===== src/rtl/hazard_pkg.sv =====
// Shared definitions for the pipeline hazard unit: forwarding-select codes,
// register-address width and the mult/div stall FSM state encoding.
package hazard_pkg;

   localparam int RA_W = 5;

   localparam logic [1:0] FWD_RF = 2'b00;
   localparam logic [1:0] FWD_XM = 2'b01;
   localparam logic [1:0] FWD_MW = 2'b10;

   typedef enum logic [1:0] {
      MD_IDLE = 2'd0,
      MD_BUSY = 2'd1,
      MD_DONE = 2'd2
   } md_state_t;

endpackage


===== src/rtl/pipeline_hazard_unit_if.sv =====
// Bundle of latch-chain register fields flowing into the hazard unit and the
// stall/flush/bypass controls flowing back to the latches.
// master: the pipeline latch chain; slave: the hazard unit.
interface pipeline_hazard_unit_if #(
   parameter int RA_W = hazard_pkg::RA_W
);
   logic [RA_W-1:0] fd_rs;
   logic [RA_W-1:0] fd_rt;
   logic            fd_uses_rt;
   logic [RA_W-1:0] dx_rs;
   logic [RA_W-1:0] dx_rt;
   logic [RA_W-1:0] dx_rd;
   logic            dx_is_load;
   logic            dx_is_md;
   logic [RA_W-1:0] xm_rd;
   logic [RA_W-1:0] mw_rd;
   logic            xm_we;
   logic            mw_we;
   logic            x_br_taken;

   logic            stall_pc;
   logic            stall_fd;
   logic            stall_dx;
   logic            bubble_dx;
   logic            bubble_xm;
   logic            flush_fd;
   logic [1:0]      fwd_a_sel;
   logic [1:0]      fwd_b_sel;
   logic            md_busy;
   logic [31:0]     perf_stall_cnt;
   logic [31:0]     perf_flush_cnt;

   modport master (
      output fd_rs, fd_rt, fd_uses_rt, dx_rs, dx_rt, dx_rd, dx_is_load, dx_is_md,
             xm_rd, mw_rd, xm_we, mw_we, x_br_taken,
      input  stall_pc, stall_fd, stall_dx, bubble_dx, bubble_xm, flush_fd,
             fwd_a_sel, fwd_b_sel, md_busy, perf_stall_cnt, perf_flush_cnt
   );

   modport slave (
      input  fd_rs, fd_rt, fd_uses_rt, dx_rs, dx_rt, dx_rd, dx_is_load, dx_is_md,
             xm_rd, mw_rd, xm_we, mw_we, x_br_taken,
      output stall_pc, stall_fd, stall_dx, bubble_dx, bubble_xm, flush_fd,
             fwd_a_sel, fwd_b_sel, md_busy, perf_stall_cnt, perf_flush_cnt
   );

endinterface


===== src/rtl/md_stall_fsm.sv =====
// Multi-cycle mult/div occupancy tracker. The start cycle plus MD_LATENCY-2
// BUSY cycles hold the pipeline; the DONE cycle releases it so the result
// moves into X/M, giving MD_LATENCY cycles of X occupancy in total.
module md_stall_fsm
   import hazard_pkg::*;
#(
   parameter int MD_LATENCY = 32
) (
   input  logic clock,
   input  logic reset_n,
   input  logic start,
   output logic md_busy,
   output logic md_hold
);

   localparam int CNT_W = (MD_LATENCY > 2) ? $clog2(MD_LATENCY) : 1;
   localparam logic [CNT_W-1:0] CNT_LOAD = CNT_W'(MD_LATENCY - 2);

   md_state_t        state_reg, state_next;
   logic [CNT_W-1:0] cnt_reg, cnt_next;

   // State and down-counter registers; async reset drops straight to IDLE.
   always_ff @(posedge clock or negedge reset_n) begin
      if (!reset_n) begin
         state_reg <= MD_IDLE;
         cnt_reg   <= '0;
      end else begin
         state_reg <= state_next;
         cnt_reg   <= cnt_next;
      end
   end

   // Next-state, counter update and hold/busy decode.
   always_comb begin
      state_next = state_reg;
      cnt_next   = cnt_reg;
      md_hold    = 1'b0;
      md_busy    = (state_reg != MD_IDLE);
      case (state_reg)
         MD_IDLE: begin
            if (start) begin
               md_hold    = 1'b1;
               cnt_next   = CNT_LOAD;
               // With the minimum latency there are no BUSY cycles at all.
               state_next = (MD_LATENCY > 2) ? MD_BUSY : MD_DONE;
            end
         end
         MD_BUSY: begin
            md_hold  = 1'b1;
            cnt_next = cnt_reg - 1'b1;
            if (cnt_reg == CNT_W'(1)) begin
               state_next = MD_DONE;
            end
         end
         MD_DONE: begin
            state_next = MD_IDLE;
         end
         default: begin
            state_next = MD_IDLE;
         end
      endcase
   end

endmodule


===== src/rtl/pipeline_hazard_unit.sv =====
// Backward-flowing pipeline control: operand bypass selects, load-use stall,
// taken-branch flush and mult/div stall. Optional performance counters are
// built only when HAZ_PERF_EN is defined; otherwise the count ports read 0.
module pipeline_hazard_unit
   import hazard_pkg::*;
#(
   parameter int MD_LATENCY = 32
) (
   input  logic                  clock,
   input  logic                  reset_n,
   pipeline_hazard_unit_if.slave hz
);

   logic       md_start;
   logic       md_busy_raw;
   logic       md_hold_raw;
   logic       load_use;
   logic [1:0] fwd_a;
   logic [1:0] fwd_b;
   logic       stall_pc;
   logic       stall_fd;
   logic       stall_dx;
   logic       bubble_dx;
   logic       bubble_xm;
   logic       flush_fd;

   // A mul/div squashed by a taken branch never starts.
   assign md_start = hz.dx_is_md && !hz.x_br_taken;

   md_stall_fsm #(
      .MD_LATENCY (MD_LATENCY)
   ) u_md_stall_fsm (
      .clock   (clock),
      .reset_n (reset_n),
      .start   (md_start),
      .md_busy (md_busy_raw),
      .md_hold (md_hold_raw)
   );

   // Bypass selection: X/M is newer than M/W so it wins; r0 is never bypassed.
   always_comb begin
      fwd_a = FWD_RF;
      if (hz.xm_we && hz.xm_rd == hz.dx_rs && hz.dx_rs != '0) begin
         fwd_a = FWD_XM;
      end else if (hz.mw_we && hz.mw_rd == hz.dx_rs && hz.dx_rs != '0) begin
         fwd_a = FWD_MW;
      end
      fwd_b = FWD_RF;
      if (hz.xm_we && hz.xm_rd == hz.dx_rt && hz.dx_rt != '0) begin
         fwd_b = FWD_XM;
      end else if (hz.mw_we && hz.mw_rd == hz.dx_rt && hz.dx_rt != '0) begin
         fwd_b = FWD_MW;
      end
   end

   // Load-use detect; ignored while mult/div owns the pipe since F/D is frozen.
   assign load_use = hz.dx_is_load && (hz.dx_rd != '0) && !md_busy_raw &&
                     ((hz.dx_rd == hz.fd_rs) || (hz.fd_uses_rt && hz.dx_rd == hz.fd_rt));

   // Prioritised control: md stall > branch flush > load-use; gated by reset.
   always_comb begin
      stall_pc  = 1'b0;
      stall_fd  = 1'b0;
      stall_dx  = 1'b0;
      bubble_dx = 1'b0;
      bubble_xm = 1'b0;
      flush_fd  = 1'b0;
      if (!reset_n) begin
         stall_pc = 1'b0;
      end else if (md_hold_raw) begin
         stall_pc  = 1'b1;
         stall_fd  = 1'b1;
         stall_dx  = 1'b1;
         bubble_xm = 1'b1;
      end else if (hz.x_br_taken) begin
         flush_fd  = 1'b1;
         bubble_dx = 1'b1;
      end else if (load_use) begin
         stall_pc  = 1'b1;
         stall_fd  = 1'b1;
         bubble_dx = 1'b1;
      end
   end

   assign hz.stall_pc  = stall_pc;
   assign hz.stall_fd  = stall_fd;
   assign hz.stall_dx  = stall_dx;
   assign hz.bubble_dx = bubble_dx;
   assign hz.bubble_xm = bubble_xm;
   assign hz.flush_fd  = flush_fd;
   assign hz.fwd_a_sel = reset_n ? fwd_a : FWD_RF;
   assign hz.fwd_b_sel = reset_n ? fwd_b : FWD_RF;
   assign hz.md_busy   = reset_n && md_busy_raw;

`ifdef HAZ_PERF_EN
   logic [31:0] perf_stall_reg;
   logic [31:0] perf_flush_reg;

   // Saturating event counters for stall cycles and taken-branch flushes.
   always_ff @(posedge clock or negedge reset_n) begin
      if (!reset_n) begin
         perf_stall_reg <= '0;
         perf_flush_reg <= '0;
      end else begin
         if (stall_pc && perf_stall_reg != 32'hFFFF_FFFF) begin
            perf_stall_reg <= perf_stall_reg + 32'd1;
         end
         if (hz.x_br_taken && perf_flush_reg != 32'hFFFF_FFFF) begin
            perf_flush_reg <= perf_flush_reg + 32'd1;
         end
      end
   end

   assign hz.perf_stall_cnt = perf_stall_reg;
   assign hz.perf_flush_cnt = perf_flush_reg;
`else
   assign hz.perf_stall_cnt = 32'h0;
   assign hz.perf_flush_cnt = 32'h0;
`endif

endmodule

===== src/flat_wrapper.sv =====
// flat-port wrapper written by rule: the top's interface ports become plain ports
module pipeline_hazard_unit_flat import hazard_pkg::*;
#(
   parameter int MD_LATENCY = 32
)
  (clock, reset_n, hz_fd_rs, hz_fd_rt, hz_fd_uses_rt, hz_dx_rs, hz_dx_rt, hz_dx_rd, hz_dx_is_load, hz_dx_is_md, hz_xm_rd, hz_mw_rd, hz_xm_we, hz_mw_we, hz_x_br_taken, hz_stall_pc, hz_stall_fd, hz_stall_dx, hz_bubble_dx, hz_bubble_xm, hz_flush_fd, hz_fwd_a_sel, hz_fwd_b_sel, hz_md_busy, hz_perf_stall_cnt, hz_perf_flush_cnt);
  pipeline_hazard_unit_if hz_i ();
  input  logic clock;
  input  logic reset_n;
  input wire logic [$bits(hz_i.fd_rs)-1:0] hz_fd_rs;
  input wire logic [$bits(hz_i.fd_rt)-1:0] hz_fd_rt;
  input wire logic [$bits(hz_i.fd_uses_rt)-1:0] hz_fd_uses_rt;
  input wire logic [$bits(hz_i.dx_rs)-1:0] hz_dx_rs;
  input wire logic [$bits(hz_i.dx_rt)-1:0] hz_dx_rt;
  input wire logic [$bits(hz_i.dx_rd)-1:0] hz_dx_rd;
  input wire logic [$bits(hz_i.dx_is_load)-1:0] hz_dx_is_load;
  input wire logic [$bits(hz_i.dx_is_md)-1:0] hz_dx_is_md;
  input wire logic [$bits(hz_i.xm_rd)-1:0] hz_xm_rd;
  input wire logic [$bits(hz_i.mw_rd)-1:0] hz_mw_rd;
  input wire logic [$bits(hz_i.xm_we)-1:0] hz_xm_we;
  input wire logic [$bits(hz_i.mw_we)-1:0] hz_mw_we;
  input wire logic [$bits(hz_i.x_br_taken)-1:0] hz_x_br_taken;
  output wire logic [$bits(hz_i.stall_pc)-1:0] hz_stall_pc;
  output wire logic [$bits(hz_i.stall_fd)-1:0] hz_stall_fd;
  output wire logic [$bits(hz_i.stall_dx)-1:0] hz_stall_dx;
  output wire logic [$bits(hz_i.bubble_dx)-1:0] hz_bubble_dx;
  output wire logic [$bits(hz_i.bubble_xm)-1:0] hz_bubble_xm;
  output wire logic [$bits(hz_i.flush_fd)-1:0] hz_flush_fd;
  output wire logic [$bits(hz_i.fwd_a_sel)-1:0] hz_fwd_a_sel;
  output wire logic [$bits(hz_i.fwd_b_sel)-1:0] hz_fwd_b_sel;
  output wire logic [$bits(hz_i.md_busy)-1:0] hz_md_busy;
  output wire logic [$bits(hz_i.perf_stall_cnt)-1:0] hz_perf_stall_cnt;
  output wire logic [$bits(hz_i.perf_flush_cnt)-1:0] hz_perf_flush_cnt;
  assign hz_i.fd_rs = hz_fd_rs;
  assign hz_i.fd_rt = hz_fd_rt;
  assign hz_i.fd_uses_rt = hz_fd_uses_rt;
  assign hz_i.dx_rs = hz_dx_rs;
  assign hz_i.dx_rt = hz_dx_rt;
  assign hz_i.dx_rd = hz_dx_rd;
  assign hz_i.dx_is_load = hz_dx_is_load;
  assign hz_i.dx_is_md = hz_dx_is_md;
  assign hz_i.xm_rd = hz_xm_rd;
  assign hz_i.mw_rd = hz_mw_rd;
  assign hz_i.xm_we = hz_xm_we;
  assign hz_i.mw_we = hz_mw_we;
  assign hz_i.x_br_taken = hz_x_br_taken;
  assign hz_stall_pc = hz_i.stall_pc;
  assign hz_stall_fd = hz_i.stall_fd;
  assign hz_stall_dx = hz_i.stall_dx;
  assign hz_bubble_dx = hz_i.bubble_dx;
  assign hz_bubble_xm = hz_i.bubble_xm;
  assign hz_flush_fd = hz_i.flush_fd;
  assign hz_fwd_a_sel = hz_i.fwd_a_sel;
  assign hz_fwd_b_sel = hz_i.fwd_b_sel;
  assign hz_md_busy = hz_i.md_busy;
  assign hz_perf_stall_cnt = hz_i.perf_stall_cnt;
  assign hz_perf_flush_cnt = hz_i.perf_flush_cnt;
  pipeline_hazard_unit #(.MD_LATENCY(MD_LATENCY)) u_core (.clock(clock), .reset_n(reset_n), .hz(hz_i));
endmodule

===== config.mk =====
export PLATFORM = sky130hd
export DESIGN_NAME = pipeline_hazard_unit_flat
export DESIGN_NICKNAME = d
export VERILOG_FILES = /design/src/rtl/hazard_pkg.sv /design/src/rtl/pipeline_hazard_unit_if.sv /design/src/rtl/md_stall_fsm.sv /design/src/rtl/pipeline_hazard_unit.sv /design/src/flat_wrapper.sv
export SDC_FILE = /design/constraint.sdc
export NUM_CORES = 1
export LEC_CHECK = 0
export ABC_AREA = 1
export CAP_MARGIN = 20
export CORE_MARGIN = 2
export CORE_UTILIZATION = 30
export CTS_BUF_LIST = sky130_fd_sc_hd__clkbuf_2
export DETAILED_ROUTE_END_ITERATION = 12
export GPL_TIMING_DRIVEN = 0
export MAX_ROUTING_LAYER = met4
export PLACE_DENSITY = 0.83
export SYNTH_ARGS = -nofsm -noshare
export SYNTH_HDL_FRONTEND = slang
export SYNTH_HIERARCHICAL = 1
export SYNTH_SLANG_ARGS = --single-unit

===== constraint.sdc =====
create_clock -name clock -period 1.6 [get_ports clock]
set_clock_uncertainty 0.1 [all_clocks]
set_input_delay 0.32 -clock clock [delete_from_list [all_inputs] [get_ports clock]]
set_output_delay 0.32 -clock clock [all_outputs]
set_load 0.005 [all_outputs]

-- Word level (Yosys, flattened, before mapping)
Index checks and enable logic that the tools add are counted.
- bits in registers: 7
- input bits: 43
- output and inout bits: 75
- word-level logic and storage cells: 63
- $add $sub $neg: 1
- equality and inequality tests: 10
- mux-type cells: 25
- reductions and logical operators: 25
- operators by type and width (kind ; count):
    $eq A5 B5 Y1 ; 6
    $mux W2 ; 8
    $reduce_bool A5 Y1 ; 3
    $logic_and A1 B1 Y1 ; 14
    $mux W1 ; 13
    $pmux W5 S2 ; 1
    $eq A5 B1 Y1 const B ; 1
    $mux W5 ; 1
    $sub A5 B1 Y5 const B ; 1
    $pmux W2 S2 ; 1
    $reduce_and A2 Y1 ; 2
    $reduce_bool A2 Y1 ; 2
    $eq A2 B1 Y1 const B ; 1
    $logic_not A1 Y1 ; 2
    $logic_not A2 Y1 ; 1
    $ne A2 B1 Y1 const B ; 1
    $ne A2 B2 Y1 const B ; 1
    $pmux W1 S2 ; 1
    $logic_or A1 B1 Y1 ; 1

-- Logic depth before layout (Yosys ltp)
- depth in word-level cells: 8
- gate-level depth with buffers: 9
- mapped depth without buffers: 8

-- Cells and area by module
Netlist, hierarchy kept.
- by module, submodules not included (module ; times used ; cells each ; area an instance (µm²) ; sequential area each (µm²)):
    pipeline_hazard_unit ; 1 ; 205 ; 1119.8 ; 0.0
    md_stall_fsm ; 1 ; 43 ; 390.4 ; 175.2

-- Worst setup path after synthesis
Ideal clock, no wire load.
- kind: reg2out
- start: register u_core.u_md_stall_fsm.state_reg[0]
- end: output port hz_stall_pc
- arrival: 1032 ps
- data required time: 1180 ps
- slack: 148 ps
- cell stages (with the launch flop): 8
- buffers on the path: 1
- cell sequence: dfrtp_1 -> nor2_1 -> inv_1 -> nand3b_1 -> inv_1 -> nand3_1 -> nand2_1 -> buf_4
- longest elaborated chain between the ends: 8
- elaborated cells on any way between the ends: 11
- those cells by class: eq/ne: 1; mux: 5; reduce/logical: 5
- RTL lines (what ; line ; RTL):
    start: declaration ; md_stall_fsm.sv:19 ; md_state_t state_reg, state_next;
    start signal: assignment ; md_stall_fsm.sv:28 ; state_reg <= state_next;
    $reduce_bool A2 Y1 ; md_stall_fsm.sv:38 ; md_busy = (state_reg != MD_IDLE);
    via u_core.md_busy_raw ; pipeline_hazard_unit.sv:15 ; logic md_busy_raw;
    $logic_not A1 Y1 ; pipeline_hazard_unit.sv:57 ; assign load_use = hz.dx_is_load && (hz.dx_rd != '0) && !md_busy_raw &&
    $logic_and A1 B1 Y1 (2 in a row) ; pipeline_hazard_unit.sv:57 ;
    $mux W1 (4 in a row) ; n/a ;
    end: declaration ; flat_wrapper.sv:23 ; output wire logic [$bits(hz_i.stall_pc)-1:0] hz_stall_pc;
The timed path passes the listed nets, and every way through them passes these cells.

-- Final worst setup path
- start: register u_core.u_md_stall_fsm.state_reg[1]
- end: output port hz_stall_dx
- longest elaborated chain between the ends: 4
- elaborated cells on any way between the ends: 5
- those cells by class: eq/ne: 1; mux: 3; reduce/logical: 1
- RTL lines (what ; line ; RTL):
    $eq A2 B1 Y1 or $logic_not A2 Y1 (tied branches) ; md_stall_fsm.sv:39 ; case (state_reg)
    $pmux W1 S2 * ; md_stall_fsm.sv:39 ;
    via u_core.md_hold_raw ; pipeline_hazard_unit.sv:16 ; logic md_hold_raw;
    $mux W1 * ; pipeline_hazard_unit.sv:70 ; end else if (md_hold_raw) begin
    $mux W1 * ; pipeline_hazard_unit.sv:68 ; if (!reset_n) begin
    end: declaration ; flat_wrapper.sv:25 ; output wire logic [$bits(hz_i.stall_dx)-1:0] hz_stall_dx;
Mark *: on every way through the listed nets, which the timed path passes. The rest lies on a longest branch.

==> impl_metrics.env <==
export IMPL_drc_errors=0
export IMPL_multi_input_gate_area_in_the_final_layout_sq_mm=0.00101
export IMPL_setup_tns_final_ns=-0.772
export IMPL_vias=1697
export IMPL_violations="negative setup slack"
export IMPL_largest_register_ff_count=5
export IMPL_cts_root_to_sink_buffers=2
export IMPL_synth_area_leader_cell="sky130_fd_sc_hd__buf_4"
export IMPL_post_synth_main_area_contributors="sky130_fd_sc_hd__buf_4, sky130_fd_sc_hd__nand2_1, sky130_fd_sc_hd__dfrtp_1"
export IMPL_cts_sinks=7
export IMPL_synth_most_common_cell="sky130_fd_sc_hd__buf_4"
export IMPL_synthesis_yosys_warnings=6
export IMPL_route_detailed_wl_per_inst_microns=8.80
export IMPL_clock_latency_ns=0.22
export IMPL_cp_required_ns=1.18
export IMPL_core_rowCount=25
export IMPL_viasPerCell=3.77
export IMPL_clock_pin_slew_on_the_worst_setup_and_hold_paths_ns=0.07
export IMPL_worst_hold_path_type="register to register"
export IMPL_first_pass_grt_wire_length_microns=5870
export IMPL_placer_s_final_routability_congestion_estimate=0.891
export IMPL_clock_fmax_ghz=0.560
export IMPL_antenna_cells=0
export IMPL_cts_buffers=3
export IMPL_final_critical_path_setup_slack_ns=-0.185
export IMPL_nature_of_the_critical_path_endpoint="output pin"
export IMPL_leakage_power_summed_over_all_cells_uw=0.00151
export IMPL_top_level_ports=118
export IMPL_cp_start_kind="register"
export IMPL_fp_dieArea_sq_mm=0.00562
export IMPL_worstPathMaxFanout=3
export IMPL_cap_viol_max_count=0
export IMPL_run_status="finished, violations left"
export IMPL_syn_to_final_growth_pct=59.1
export IMPL_maxSlewViolCount=0
export IMPL_synth_seq_area_share_pct=11.6
export IMPL_ant_nets=0
export IMPL_grt_setup_unrepaired="true"
export IMPL_gr_overflow_total=0
export IMPL_dp_hpwl_microns=3110
export IMPL_largest_net_degree_at_the_start_of_global_routing=8
export IMPL_period_minus_slack_ns=1.78
export IMPL_final_min_period_over_clock_period_pct=112
export IMPL_cts_htree_levels=1
export IMPL_nNetsFinal=429
export IMPL_port_buffers=53
export IMPL_synth_common_cells="sky130_fd_sc_hd__buf_4, sky130_fd_sc_hd__nand2_1, sky130_fd_sc_hd__inv_1"
export IMPL_ys_dominant_reg_cell="sky130_fd_sc_hd__dfrtp_1"
export IMPL_netlist_instances=248
export IMPL_synth_top_cell_area_share_pct=32.8
export IMPL_synth_distinct_cells=25
export IMPL_crit_type="register to output pin"
export IMPL_critPathArrivalTime_ns=1.36
export IMPL_initial_utilization_pct=31.6
export IMPL_ir_worst_vdd_uv=263
export IMPL_postSynthAreaPerCell_sq_um=6.09
export IMPL_fin_util_pct=50.2
export IMPL_setup_viol_count_final=6
export IMPL_firstDrtPassIters=4
export IMPL_synth_edff_count=0
export IMPL_power_density_mw_per_mm2=608
export IMPL_nFillCells=483
export IMPL_synthesis_area_sq_mm=0.00151
export IMPL_layout_cells_non_filler=450
export IMPL_first_global_vias=1463
export IMPL_ys_async_sr_fraction_pct=100
export IMPL_clock_root_buffer="sky130_fd_sc_hd__clkbuf_2"
export IMPL_drive_above_1_share_pct=44.4
export IMPL_grt_antenna_before_repair=0
export IMPL_sequential_cell_area_sq_um=175
export IMPL_core_area_sq_mm=0.00479
export IMPL_synth_ff_latch_count=7
export IMPL_total_wire_length_microns=3960
export IMPL_numPlacedInstances=431
export IMPL_die_h_microns=75.0
export IMPL_tritoncts_clock_tree="done"
export IMPL_final_hold_viols=0
export IMPL_globalRouteTotalUtil_pct=13.6
export IMPL_die_w_microns=75.0
export IMPL_detail_route_iter0_violations=58
critical path: stages, from the launching register on:
cell	delay [ns]
sky130_fd_sc_hd__dfrtp_1	0.39
sky130_fd_sc_hd__buf_4	0.15
sky130_fd_sc_hd__inv_4	0.07
sky130_fd_sc_hd__nand2_4	0.05
sky130_fd_sc_hd__nand2_4	0.09
sky130_fd_sc_hd__nand2_2	0.07
sky130_fd_sc_hd__inv_2	0.05
sky130_fd_sc_hd__buf_4	0.09
sky130_fd_sc_hd__clkdlybuf4s15_2	0.19
power by group:
part	leakage (uW)	switching [uW]	internal (uW)	total [uW]
Clock	0.0000166	63.1	66.5	130
Sequential	0.0000803	76.3	254	330
Combinational	0.00141	479	522	1000
through the flow:
stage	power (uW)	cell area, sq um	hold WS [ns]	setup slack [ns]
after floorplan	894	1750	-0.0756	0.148
final	1460	2400	0.387	-0.185
after detailed placement	1170	2360	0.375	-1.12
after global placement	1150	2360	0.370	-1.07
after CTS	1380	2390	0.385	-0.189
after global routing	1610	2400	0.402	-0.299
layer usage:
| layer | global-route usage (%) | wire length (microns) | vias to the layer above |
|---|---|---|---|
| met3 | 1.20 | 319 | 2 |
| met4 | 4.17 | 27 | 0 |
| met1 | 14.4 | 1470 | 717 |
| met2 | 26.4 | 2140 | 77 |
| met5 | - | 0 | - |
| li1 | - | - | 901 |
cell type report:
class	instances	share of cell area, %
buffer	66	20.8
clock buffer	4	0.833
inverter	39	6.20
multi-input combinational	199	42.0
sequential	7	7.29
tap	67	3.49
timing repair buffer	68	19.4
repair_timing:
item	CTS	global route
pin swaps	52	27
endpoints found under the setup margin	11	10
buffers inserted	10	4
hold buffers	1	0
endpoints found under the hold margin	7	0
resized for setup	180	34
kinds of logic after synthesis:
logic type      count (synthesis)  share of synthesized area, %
buf+inv                       105                          42.5
xor+xnor                        8                          4.64
compound gates                 15                          5.96
simple gates                  110                          33.4
other cells                     1                         0.248
fa+ha+maj                       2                          1.66
flops                           7                          11.6
path summary, 6_finish.rpt:
check	end	cells after the start	slack [ns]	from
setup / recovery	hz_stall_dx	8	-0.18	u_core/u_md_stall_fsm/state_reg[1]
hold / removal	u_core/u_md_stall_fsm/state_reg[1]	1	0.39	u_core/u_md_stall_fsm/cnt_reg[4]
setup reg to reg	u_core/u_md_stall_fsm/cnt_reg[4]	10	0.10	u_core/u_md_stall_fsm/state_reg[1]
hold reg to reg	u_core/u_md_stall_fsm/state_reg[1]	1	0.39	u_core/u_md_stall_fsm/cnt_reg[4]
max in group asynchronous	u_core/u_md_stall_fsm/state_reg[0]	2	0.71	reset_n
min in group asynchronous	u_core/u_md_stall_fsm/cnt_reg[3]	2	0.45	reset_n
layout by cell type (no fill, tap or decap), drive strengths merged:
master         netlist  layout
o211a                1       1
xor2                 5       5
inv                 39      39
xnor2                3       3
o22ai                2       2
nand4                5       5
clkbuf               0      15
o21ai                7       7
nor2                25      25
ha                   2       2
dfrtp                7       7
a21oi                5       5
nand3b               3       3
dlygate4sd3          0       1
dlygate4sd2          0       5
clkdlybuf4s50        0       1
buf                 66     109
conb                 1      64
nor3                 6       6
nand2               59      59
nand3               12      12
clkdlybuf4s15        0       7
No activity file was read; power rests on OpenSTA's default activity.
